## src/rtl/riscv_wb_pkg.sv

```systemverilog
// ---------------------------------------------------------------------------
// riscv_wb_pkg
// Shared constants and types for the write-back arbiter that feeds the
// 4-write-port integer register file.
//   REG_IDX_W : width of an architectural register index
//   XLEN      : integer data width
//   NUM_WR    : register-file write ports driven by the arbiter
//   REG_ZERO  : index of the hard-wired zero register
//   wb_req_t  : one write-back request (destination index + data)
// ---------------------------------------------------------------------------
package riscv_wb_pkg;

    localparam int REG_IDX_W = 5;
    localparam int XLEN      = 32;
    localparam int NUM_WR    = 4;

    localparam logic [REG_IDX_W-1:0] REG_ZERO = 5'd0;

    typedef struct packed {
        logic [REG_IDX_W-1:0] rd;
        logic [XLEN-1:0]      value;
    } wb_req_t;

endpackage

```

## src/rtl/riscv_wb_rr_select.sv

```systemverilog
// ---------------------------------------------------------------------------
// riscv_wb_rr_select
// Combinational round-robin grant logic for the write-back arbiter.
// Requesters are visited starting at i_ptr and wrapping modulo NUM_REQ.
// x0 writes are accepted and dropped, distinct non-zero destinations are
// packed onto the write ports in ascending order, and anything else stalls.
// Ports:
//   i_ptr        : round-robin start position
//   i_valid      : per-requester valid
//   i_rd         : per-requester destination index
//   o_ready      : per-requester accept
//   o_portIdx    : requester feeding each write port
//   o_portValid  : write port carries a real (non-x0) grant
//   o_anyGrant   : at least one non-x0 grant this cycle
//   o_lastIdx    : last requester granted a port, in scan order
// ---------------------------------------------------------------------------
module riscv_wb_rr_select
    import riscv_wb_pkg::*;
#(
    parameter int NUM_REQ = 6,
    parameter int PTR_W   = 3
) (
    input  logic [PTR_W-1:0]                     i_ptr,
    input  logic [NUM_REQ-1:0]                   i_valid,
    input  logic [NUM_REQ-1:0][REG_IDX_W-1:0]    i_rd,
    output logic [NUM_REQ-1:0]                   o_ready,
    output logic [NUM_WR-1:0][PTR_W-1:0]         o_portIdx,
    output logic [NUM_WR-1:0]                    o_portValid,
    output logic                                 o_anyGrant,
    output logic [PTR_W-1:0]                     o_lastIdx
);

    logic [PTR_W:0]          w_sum;
    logic [PTR_W-1:0]        w_idx;
    logic [2:0]              w_used;
    logic [(1<<REG_IDX_W)-1:0] w_taken;

    // Single scan in priority order. w_taken remembers destinations already
    // granted so a later requester with the same rd loses to the earlier one,
    // which keeps the write ports pairwise distinct.
    always_comb begin
        o_ready     = '0;
        o_portIdx   = '0;
        o_portValid = '0;
        o_anyGrant  = 1'b0;
        o_lastIdx   = '0;
        w_sum       = '0;
        w_idx       = '0;
        w_used      = 3'd0;
        w_taken     = '0;
        for (int i = 0; i < NUM_REQ; i++) begin
            // The pointer is always below NUM_REQ, so one subtraction wraps it.
            w_sum = {1'b0, i_ptr} + (PTR_W+1)'(i);
            if (w_sum >= (PTR_W+1)'(NUM_REQ)) begin
                w_sum = w_sum - (PTR_W+1)'(NUM_REQ);
            end
            w_idx = w_sum[PTR_W-1:0];
            if (i_valid[w_idx]) begin
                if (i_rd[w_idx] == REG_ZERO) begin
                    o_ready[w_idx] = 1'b1;
                end else if (!w_taken[i_rd[w_idx]] && (w_used < 3'(NUM_WR))) begin
                    o_ready[w_idx]             = 1'b1;
                    o_portIdx[w_used[1:0]]     = w_idx;
                    o_portValid[w_used[1:0]]   = 1'b1;
                    w_taken[i_rd[w_idx]]       = 1'b1;
                    w_used                     = w_used + 3'd1;
                    o_anyGrant                 = 1'b1;
                    o_lastIdx                  = w_idx;
                end
            end
        end
    end

endmodule

```

## src/rtl/riscv_wb_arbiter.sv

```systemverilog
// ---------------------------------------------------------------------------
// riscv_wb_arbiter
// Write-back scheduler in front of the 4-write-port integer register file.
// Accepts up to four write-backs per cycle from NUM_REQ producers and
// presents them, registered, on the rd0..rd3 write ports.
// Ports:
//   clk_i, rst_ni         : clock, asynchronous active-low reset
//   req_valid_i           : per-requester valid
//   req_rd_i              : packed destinations, requester k at [5k+4:5k]
//   req_value_i           : packed data, requester k at [32k+31:32k]
//   req_ready_o           : per-requester accept (combinational)
//   rdN_o / rdN_value_o   : registered regfile write ports (idle = x0/0)
//   pend_mask_o           : one-hot-per-register view of the current writes
//   conflict_cnt_o        : saturating count of cycles with a stalled requester
// ---------------------------------------------------------------------------
module riscv_wb_arbiter
    import riscv_wb_pkg::*;
#(
    parameter int NUM_REQ = 6,
    parameter int PTR_W   = 3
) (
    input  logic                          clk_i,
    input  logic                          rst_ni,
    input  logic [NUM_REQ-1:0]            req_valid_i,
    input  logic [NUM_REQ*REG_IDX_W-1:0]  req_rd_i,
    input  logic [NUM_REQ*XLEN-1:0]       req_value_i,
    output logic [NUM_REQ-1:0]            req_ready_o,
    output logic [REG_IDX_W-1:0]          rd0_o,
    output logic [REG_IDX_W-1:0]          rd1_o,
    output logic [REG_IDX_W-1:0]          rd2_o,
    output logic [REG_IDX_W-1:0]          rd3_o,
    output logic [XLEN-1:0]               rd0_value_o,
    output logic [XLEN-1:0]               rd1_value_o,
    output logic [XLEN-1:0]               rd2_value_o,
    output logic [XLEN-1:0]               rd3_value_o,
    output logic [31:0]                   pend_mask_o,
    output logic [15:0]                   conflict_cnt_o
);

    wb_req_t                              w_req [NUM_REQ];
    logic [NUM_REQ-1:0]                   w_ready;
    logic [NUM_WR-1:0][PTR_W-1:0]         w_portIdx;
    logic [NUM_WR-1:0]                    w_portValid;
    logic                                 w_anyGrant;
    logic [PTR_W-1:0]                     w_lastIdx;
    logic [PTR_W-1:0]                     w_ptrNext;
    logic                                 w_stall;
    logic [NUM_WR-1:0][REG_IDX_W-1:0]     w_nextRd;
    logic [NUM_WR-1:0][XLEN-1:0]          w_nextVal;
    logic [31:0]                          w_nextPend;

    logic [PTR_W-1:0]                     r_rrPtr;
    logic [NUM_WR-1:0][REG_IDX_W-1:0]     r_rd;
    logic [NUM_WR-1:0][XLEN-1:0]          r_val;
    logic [31:0]                          r_pend;
    logic [15:0]                          r_cnt;

    for (genvar k = 0; k < NUM_REQ; k++) begin : g_unpack
        assign w_req[k].rd    = req_rd_i[k*REG_IDX_W +: REG_IDX_W];
        assign w_req[k].value = req_value_i[k*XLEN +: XLEN];
    end

    riscv_wb_rr_select #(
        .NUM_REQ (NUM_REQ),
        .PTR_W   (PTR_W)
    ) u_select (
        .i_ptr       (r_rrPtr),
        .i_valid     (req_valid_i),
        .i_rd        (req_rd_i),
        .o_ready     (w_ready),
        .o_portIdx   (w_portIdx),
        .o_portValid (w_portValid),
        .o_anyGrant  (w_anyGrant),
        .o_lastIdx   (w_lastIdx)
    );

    // Nobody may hand over data while the block is held in reset.
    assign req_ready_o = w_ready & {NUM_REQ{rst_ni}};

    assign w_stall = |(req_valid_i & ~w_ready);

    assign w_ptrNext = (w_lastIdx == PTR_W'(NUM_REQ-1)) ? '0 : w_lastIdx + PTR_W'(1);

    // Route each granted requester onto its write port; idle ports stay x0/0.
    always_comb begin
        w_nextRd   = '0;
        w_nextVal  = '0;
        w_nextPend = '0;
        for (int p = 0; p < NUM_WR; p++) begin
            if (w_portValid[p]) begin
                for (int k = 0; k < NUM_REQ; k++) begin
                    if (w_portIdx[p] == PTR_W'(k)) begin
                        w_nextRd[p]  = w_req[k].rd;
                        w_nextVal[p] = w_req[k].value;
                    end
                end
                w_nextPend[w_nextRd[p]] = 1'b1;
            end
        end
    end

    // Output ports, pending mask, pointer and stall counter all move together.
    // The pointer only advances past real grants; x0 drops leave it alone.
    always_ff @(posedge clk_i or negedge rst_ni) begin
        if (!rst_ni) begin
            r_rd    <= '0;
            r_val   <= '0;
            r_pend  <= '0;
            r_cnt   <= '0;
            r_rrPtr <= '0;
        end else begin
            r_rd   <= w_nextRd;
            r_val  <= w_nextVal;
            r_pend <= w_nextPend;
            if (w_anyGrant) begin
                r_rrPtr <= w_ptrNext;
            end
            if (w_stall && (r_cnt != 16'hFFFF)) begin
                r_cnt <= r_cnt + 16'd1;
            end
        end
    end

    assign rd0_o          = r_rd[0];
    assign rd1_o          = r_rd[1];
    assign rd2_o          = r_rd[2];
    assign rd3_o          = r_rd[3];
    assign rd0_value_o    = r_val[0];
    assign rd1_value_o    = r_val[1];
    assign rd2_value_o    = r_val[2];
    assign rd3_value_o    = r_val[3];
    assign pend_mask_o    = r_pend;
    assign conflict_cnt_o = r_cnt;

endmodule
```

## config.mk

```make
export PLATFORM = sky130hd
export DESIGN_NAME = riscv_wb_arbiter
export DESIGN_NICKNAME = d
export VERILOG_FILES = /design/src/rtl/riscv_wb_pkg.sv /design/src/rtl/riscv_wb_rr_select.sv /design/src/rtl/riscv_wb_arbiter.sv
export SDC_FILE = /design/constraint.sdc
export NUM_CORES = 1
export LEC_CHECK = 0
export ABC_AREA = 1
export CELL_PAD_IN_SITES_DETAIL_PLACEMENT = 2
export CELL_PAD_IN_SITES_GLOBAL_PLACEMENT = 2
export CORE_AREA = 2 2 277 279
export CTS_CLUSTER_DIAMETER = 50
export DETAILED_ROUTE_END_ITERATION = 7
export DIE_AREA = 0 0 279 281
export GPL_TIMING_DRIVEN = 0
export MAX_ROUTING_LAYER = met4
export PLACE_DENSITY = 0.89
export SYNTH_ARGS = -nofsm -noshare
export SYNTH_HDL_FRONTEND = slang
export SYNTH_SLANG_ARGS = --single-unit
```

## constraint.sdc

```tcl
create_clock -name clk_i -period 16.9 [get_ports clk_i]
set_clock_uncertainty 0.1 [all_clocks]
set_input_delay 5.07 -clock clk_i [delete_from_list [all_inputs] [get_ports clk_i]]
set_output_delay 5.07 -clock clk_i [all_outputs]
set_load 0.02 [all_outputs]
```

### Word level (Yosys, flattened, before mapping)

Memory sizes are Yosys's and may differ from the RTL's.
Index checks and enable logic that the tools add are counted.

| storage, ports and cells | value |
|---|---|
| bits in registers | 199 |
| bits in latches | 0 |
| RAM bits | 0 |
| ROM bits | 32 |
| bits of input ports | 230 |
| output and inout port bits | 202 |
| memories kept | 1 |

| cells by class | value |
|---|---|
| add/sub/neg operators | 17 |
| multipliers | 0 |
| divide/modulo/power cells | 0 |
| order comparisons | 52 |
| equal/unequal tests | 22 |
| shift operators | 0 |
| muxes and demuxes | 275 |
| bitwise operators | 20 |
| reductions and logical operators | 42 |

Memories:

| memory | depth | width | read ports | clocked after memory_dff | wr ports | line | source |
|---|---|---|---|---|---|---|---|
| (no name shown) | 32 | 1 | 1 | 0 | 0 | riscv_wb_rr_select.sv:61 | `end else if (!w_taken[i_rd[w_idx]] && (w_used < 3'(NUM_WR))) begin` |

Operators with widths:

| operator | count |
|---|---|
| 2-to-1 mux 32 bit | 47 |
| OR 32 bit | 7 |
| 2-to-1 mux 5 bit | 38 |
| 2-to-1 mux 12 bit | 15 |
| 2-to-1 mux 3 bit | 44 |
| 2-to-1 mux 6 bit | 18 |
| binary-select mux 5 bit (select 3 bit) | 6 |
| bitwise mux 12 bit | 5 |
| < comparator 5 x 6 -> 1 bit, second input constant | 10 |
| 2-to-1 mux 4 bit | 15 |
| 2-to-1 mux 1 bit | 51 |
| demux 1 bit (select 5 bit) | 9 |
| >= comparator 5 x 1 -> 1 bit, second input constant | 9 |
| demux 3 bit (select 2 bit) | 5 |
| zero test 5 bit | 6 |
| OR 6 bit | 5 |
| equality test 3 bit, second input constant | 9 |
| logical AND 1 bit | 26 |
| binary-select mux 1 bit (select 5 bit) | 5 |
| equality test 3 x 2 -> 1 bit, second input constant | 8 |
| < comparator 3 x 4 -> 1 bit, second input constant | 6 |
| >= comparator 4 x 3 -> 1 bit, second input constant | 5 |
| binary-select mux 1 bit (select 3 bit) | 6 |
| demux 1 bit (select 3 bit) | 6 |
| 21 further kinds | 67 |

### Longest topological paths before layout

| depth | value |
|---|---|
| depth after elaboration | 66 |
| mapped depth | 73 |
| gate-level depth less buffers | 65 |

### By module

From an unflattened synthesis, not the netlist that was laid out.

| unflattened totals | value |
|---|---|
| cells, all modules | 3,403 |
| area, all modules | 20,146.8 um2 |

Modules (own cells, without submodules):

| module | times used | cells an instance | area each (um2) | seq. area each (um2) |
|---|---|---|---|---|
| riscv_wb_arbiter | 1 | 1,923 | 13,172.6 | 4,979.8 |
| riscv_wb_rr_select | 1 | 1,480 | 6,974.2 | 0.0 |

### Worst setup path after synthesis

Ideal clock, no wire load.

| path | value |
|---|---|
| kind | input-to-output |
| start | input req_valid_i[4] |
| end | output req_ready_o[1] |
| arrival | 10.250 ns |
| data required time | 11.730 ns |
| slack | 1.480 ns |
| stages | 48 |
| path buffers | 1 |
| cell sequence | inv_1 o21ai_0 inv_1 nor2_1 nand3b_1 nand3_1 nor2_1 inv_1 o22ai_1 a221oi_1 o21ai_0 a221oi_1 nand2_1 inv_1 ha_1 inv_1 o21ai_0 ha_1 (+12 left out) inv_1 nand2_1 nor2_2 and2_4 buf_6 nand3_1 nand2_1 nand2_1 nand3_1 nand2_1 nand2_1 nand2_1 inv_2 nand2_2 nand2_1 nand2_1 nand4_1 a21oi_1 |

| on the way | value |
|---|---|
| cells in the longest elaborated chain, start to end | 39 |
| elaborated cells on any way between the ends | 93 |

RTL lines:

| element | line | source |
|---|---|---|
| start: declaration | riscv_wb_arbiter.sv:24 | `input logic [NUM_REQ-1:0] req_valid_i,` |
| binary-select mux 1 bit (select 3 bit) | riscv_wb_rr_select.sv:58 | `if (i_valid[w_idx]) begin` |
| 2-to-1 mux 1 bit (not written as such) | riscv_wb_rr_select.sv:58 |  |
| 2-to-1 mux 32 bit | riscv_wb_rr_select.sv:58 |  |
| binary-select mux 1 bit (select 5 bit) | riscv_wb_rr_select.sv:61 |  |
| 2-to-1 mux 1 bit (not written as such) | riscv_wb_rr_select.sv:61 |  |
| zero test 1 bit | riscv_wb_rr_select.sv:61 |  |
| logical AND 1 bit | riscv_wb_rr_select.sv:61 |  |
| 2-to-1 mux 32 bit | riscv_wb_rr_select.sv:61 |  |
| (+23 left out) | n/a |  |
| binary-select mux 1 bit (select 5 bit) | riscv_wb_rr_select.sv:61 |  |
| 2-to-1 mux 1 bit (not written as such) | riscv_wb_rr_select.sv:61 |  |
| zero test 1 bit | riscv_wb_rr_select.sv:61 |  |
| logical AND 1 bit | riscv_wb_rr_select.sv:61 |  |
| 2-to-1 mux 6 bit | riscv_wb_rr_select.sv:61 |  |
| 2-to-1 mux 6 bit | riscv_wb_rr_select.sv:59 | `if (i_rd[w_idx] == REG_ZERO) begin` |
| 2-to-1 mux 6 bit * | riscv_wb_rr_select.sv:58 |  |
| AND 6 bit * | riscv_wb_arbiter.sv:78 | `assign req_ready_o = w_ready & {NUM_REQ{rst_ni}};` |
| end: declaration | riscv_wb_arbiter.sv:27 | `output logic [NUM_REQ-1:0] req_ready_o,` |

Mark *: on every way between the ends. The rest lies on a longest branch, timed or not. The select of a mux whose other input is x is not followed.

### Worst setup path in the final report

| path | value |
|---|---|
| start | input req_rd_i[5] |
| end | output req_ready_o[3] |

| on the way | value |
|---|---|
| cells in the longest elaborated chain, start to end | 45 |
| elaborated cells on any way between the ends | 132 |

RTL lines:

| element | line | source |
|---|---|---|
| start: declaration | riscv_wb_arbiter.sv:25 | `input logic [NUM_REQ*REG_IDX_W-1:0] req_rd_i,` |
| binary-select mux 5 bit (select 3 bit) | riscv_wb_rr_select.sv:59, riscv_wb_rr_select.sv:61, riscv_wb_rr_select.sv:65 |  |
| 2-to-1 mux 5 bit (not written as such) | riscv_wb_rr_select.sv:59, riscv_wb_rr_select.sv:61, riscv_wb_rr_select.sv:65 |  |
| < comparator 5 x 6 -> 1 bit (not written as such) or >= comparator 5 x 1 -> 1 bit (tied branches) | riscv_wb_rr_select.sv:65 | `w_taken[i_rd[w_idx]] = 1'b1;` |
| logical AND 1 bit (not written as such) | riscv_wb_rr_select.sv:65 |  |
| 2-to-1 mux 1 bit (not written as such) | riscv_wb_rr_select.sv:65 |  |
| demux 1 bit (select 5 bit) | n/a |  |
| 2-to-1 mux 32 bit | riscv_wb_rr_select.sv:61 |  |
| 2-to-1 mux 32 bit | riscv_wb_rr_select.sv:59 |  |
| (+29 left out) | n/a |  |
| binary-select mux 1 bit (select 5 bit) | riscv_wb_rr_select.sv:61 |  |
| 2-to-1 mux 1 bit (not written as such) | riscv_wb_rr_select.sv:61 |  |
| zero test 1 bit | riscv_wb_rr_select.sv:61 |  |
| logical AND 1 bit | riscv_wb_rr_select.sv:61 |  |
| 2-to-1 mux 6 bit | riscv_wb_rr_select.sv:61 |  |
| 2-to-1 mux 6 bit | riscv_wb_rr_select.sv:59 |  |
| 2-to-1 mux 6 bit * | riscv_wb_rr_select.sv:58 |  |
| AND 6 bit * | riscv_wb_arbiter.sv:78 |  |

Marked as above.

==> results.md <==
* Placement Cell Area at around 26000 µm²
* 1st-iter DRT viols at 3822
* Routed len/inst at 29.0 µm
* GR Util All Layers at a little over a third
* Post-synth top flop: dfrtp_1
* CTS root buf: clkbuf_16
* Die outline height at 281 µm
* Sequential area share after synthesis at 24.6%
* Pin count of the biggest net entering global routing at approximately 80
* GR Util met3 at under 10%
* Final setup fails at 0
* Arrival time worst endpoint at ~12 ns
* WP data required at between 10 and 15 ns
* Synth Instances at about 3300
* Worst hold path class: reg -> reg
* Num ports at 432
* Detailed-route DRC error count at 0
* First-pass GRT wire length at around 200000 µm
* Worst slew pin tran at around 1.3 ns
* # port buffers at approximately 430
* Area Overhead vs Synth at 33.2%
* Critical Path End Type: output port
* Crit path launch type: primary input
* Area of the core at 75400 µm²
* WL final at between 100000 and 150000 µm
* Final instance area at between 20000 and 30000 µm²
* Worst hold margin at about 0.42 ns
* CP peak stage delay at 0.36 ns
* Critical path class: in -> out
* Slew HR at between 10% and 20%
* Met2 usage at ~54%
* Clk buf depth at 2
* Final worst-path cycle share at 98.6%
* Placement Setup Slack at -2.06 ns
* Initial antenna violation count at 22
* Row cnt at ~100
* Routed Antenna Nets at 0
* Vias per cell at slightly above 6
* Netlist cell types at between 60 and 70
* Post-synth EDFFs at 0
* Mapped Area at just over 20000 µm²
* Total number of yosys warnings at 0
* HPWL Detailed at between 100000 and 150000 µm
* Slowest stage cell, crit path: o21ai_2
* Vias at slightly below 30000
* Outcome: finished clean
* Vias in the first global route at around 30000
* Max Clk Rate at about 60 MHz
* TritonCTS Buffers at 17
* Share of layout cells above drive strength 1 at 8.17%
* Final GP Congestion at 0.981
* CP dominant cell by count: nand2_1
* Core Util, Final at ~36%
* Synthesized flop and latch total at roughly 200
* Final WS setup at 0.232 ns
* Clock Latency Late Sink at approximately 0.52 ns
* Fin. Hold Viols at 0
* CTS H-tree depth at 4
* Gr busiest metal: met2
* Clock sinks at between 150 and 200
* Synthesized area per cell at 6.07 µm²
* Worst-path maximum fanout at 10
* CTS tree: built
* Drt pass-1 iters at 6
* Clock-pin slew on the worst setup and hold paths at 0.08 ns
* Ys async rst share at 100%
* Met1 global-route usage at between 40% and 50%
* Overflow after GRT at 0
* Max Slew Vio Count at 0
* Die W at about 280 µm
* Minimum clock period at between 15 and 20 ns
* Die ar. at between 70000 and 80000 µm²
* Final nets at ~4100
* Post-synth net total at between 3000 and 4000
* Initial core utilization at roughly 27%
* Max-cap violations at 0
-- final cells by class --
type                            instances  area, µm²
Antenna cell                           26       65.1
Buffer                                169        790
Clock buffer                           17        425
Clock inverter                         15        215
Fill cell                            9243      48500
Inverter                              383       1440
Multi-Input combinational cell       2585      13500
Sequential cell                       199       4980
Tap cell                              978       1220
Timing Repair Buffer                  450       4360
-- per-layer routing --
metal | vias up | share of wire [%]
li1 | 12400 | -
met1 | 14600 | 41
met2 | 1800 | 44
met3 | 508 | 9.3
met4 | 0 | 5.4
met5 | - | 0
-- stage by stage --
step | setup TNS (ns) | std cells
2_1_floorplan | 0 | 3336
6_report | 0 | 4822
3_5_place_dp | -11.94 | 4747
5_1_grt | -0.704 | 4817
4_1_cts | 0 | 4790
3_3_place_gp | -21.54 | 4745
-- cells by family (layout without fill, tap and decap cells) --
family                   count (synthesis)  count (layout)  share of synthesized area [%]
AND/OR/NAND/NOR                       1556            1556                           32.9
AO/OA/AOI/OAI                          982             982                           29.1
buffers and inverters                  552            1034                           10.9
flip-flops                             199             199                           24.6
adder cells (fa/ha/maj)                 25              25                           1.55
XOR/XNOR                                19              19                          0.822
multiplexers                             3               3                          0.161
other                                    0              26                              0
-- final timing paths --
kind	endpoint	cells after the start	from	slack, ns
min reg2reg	conflict_cnt_o[4]	1	conflict_cnt_o[4]	0.42
min	conflict_cnt_o[4]	1	conflict_cnt_o[4]	0.42
min in group asynchronous	pend_mask_o[14]	1	rst_ni	4.35
max reg2reg	pend_mask_o[19]	65	r_rrPtr[0]	4.63
max	req_ready_o[3]	47	req_rd_i[5]	0.23
max in group asynchronous	rd1_value_o[10]	3	rst_ni	11.18
-- cell usage in the layout (no fill, tap or decap), types with 8 or more instances in the layout --
master	n
diode_2	26
nor3_1	23
nand4_1	111
o21bai_1	14
o21ai_0	269
clkinv_1	8
o21ai_2	25
a21oi_2	8
clkbuf_2	13
nor2_4	15
o22ai_1	97
xor2_1	13
buf_6	8
buf_4	29
o211ai_1	34
nand2_2	16
a221oi_1	66
o21ai_4	9
inv_2	34
o221ai_1	52
a31oi_1	80
nand3_2	22
a21oi_1	221
clkbuf_1	111
nand3_1	149
dfrtp_1	199
o21ai_1	63
nor2_2	18
clkbuf_16	17
nor2_1	450
buf_2	46
inv_1	341
nand2_1	729
clkdlybuf4s50_1	388
ha_1	24
-- state kept, by name, summed over array words and instances, names as in the netlist --
| register | count |
|---|---|
| rd0_o | 5 |
| rd1_value_o | 32 |
| r_rrPtr | 3 |
| rd3_o | 5 |
| rd1_o | 5 |
| rd3_value_o | 32 |
| rd2_value_o | 32 |
| pend_mask_o | 32 |
| rd0_value_o | 32 |
| rd2_o | 5 |
| conflict_cnt_o | 16 |
-- Yosys cell counts (15+ instances only) --
cell      number  area, µm²
nand2_1      735       2760
nor2_1       458       1720
inv_1        346       1300
o21ai_0      295       1480
a21oi_1      227       1140
dfrtp_1      199       4980
nand3_1      158        791
clkbuf_1     111        417
nand4_1      111        694
o22ai_1       98        613
a31oi_1       83        519
a221oi_1      69        604
o21ai_1       64        320
o221ai_1      52        455
buf_2         36        180
o211ai_1      34        255
inv_2         29        109
ha_1          25        313
nor3_1        23        115
nor2_2        16        100
nand3_2       15        150
-- critical path, delay by kind of cell --
family	cells	cell delay (ns)
buffers and inverters	10	1.12
AOI/OAI and AO/OA	10	1.73
and+or+nand+nor	24	2.72
adders and majority gates	3	0.84
-- repair_timing --
action,in CTS,in global routing
gates resized for setup,174,97
pin swaps,16,18
setup endpoints to repair,6,6
buffers inserted,11,6
hold buffers,0,0
endpoints found under the hold margin,0,0
Power is not shown: default switching activity piles up to over one toggle a cycle in this logic, so the estimate is an artifact.
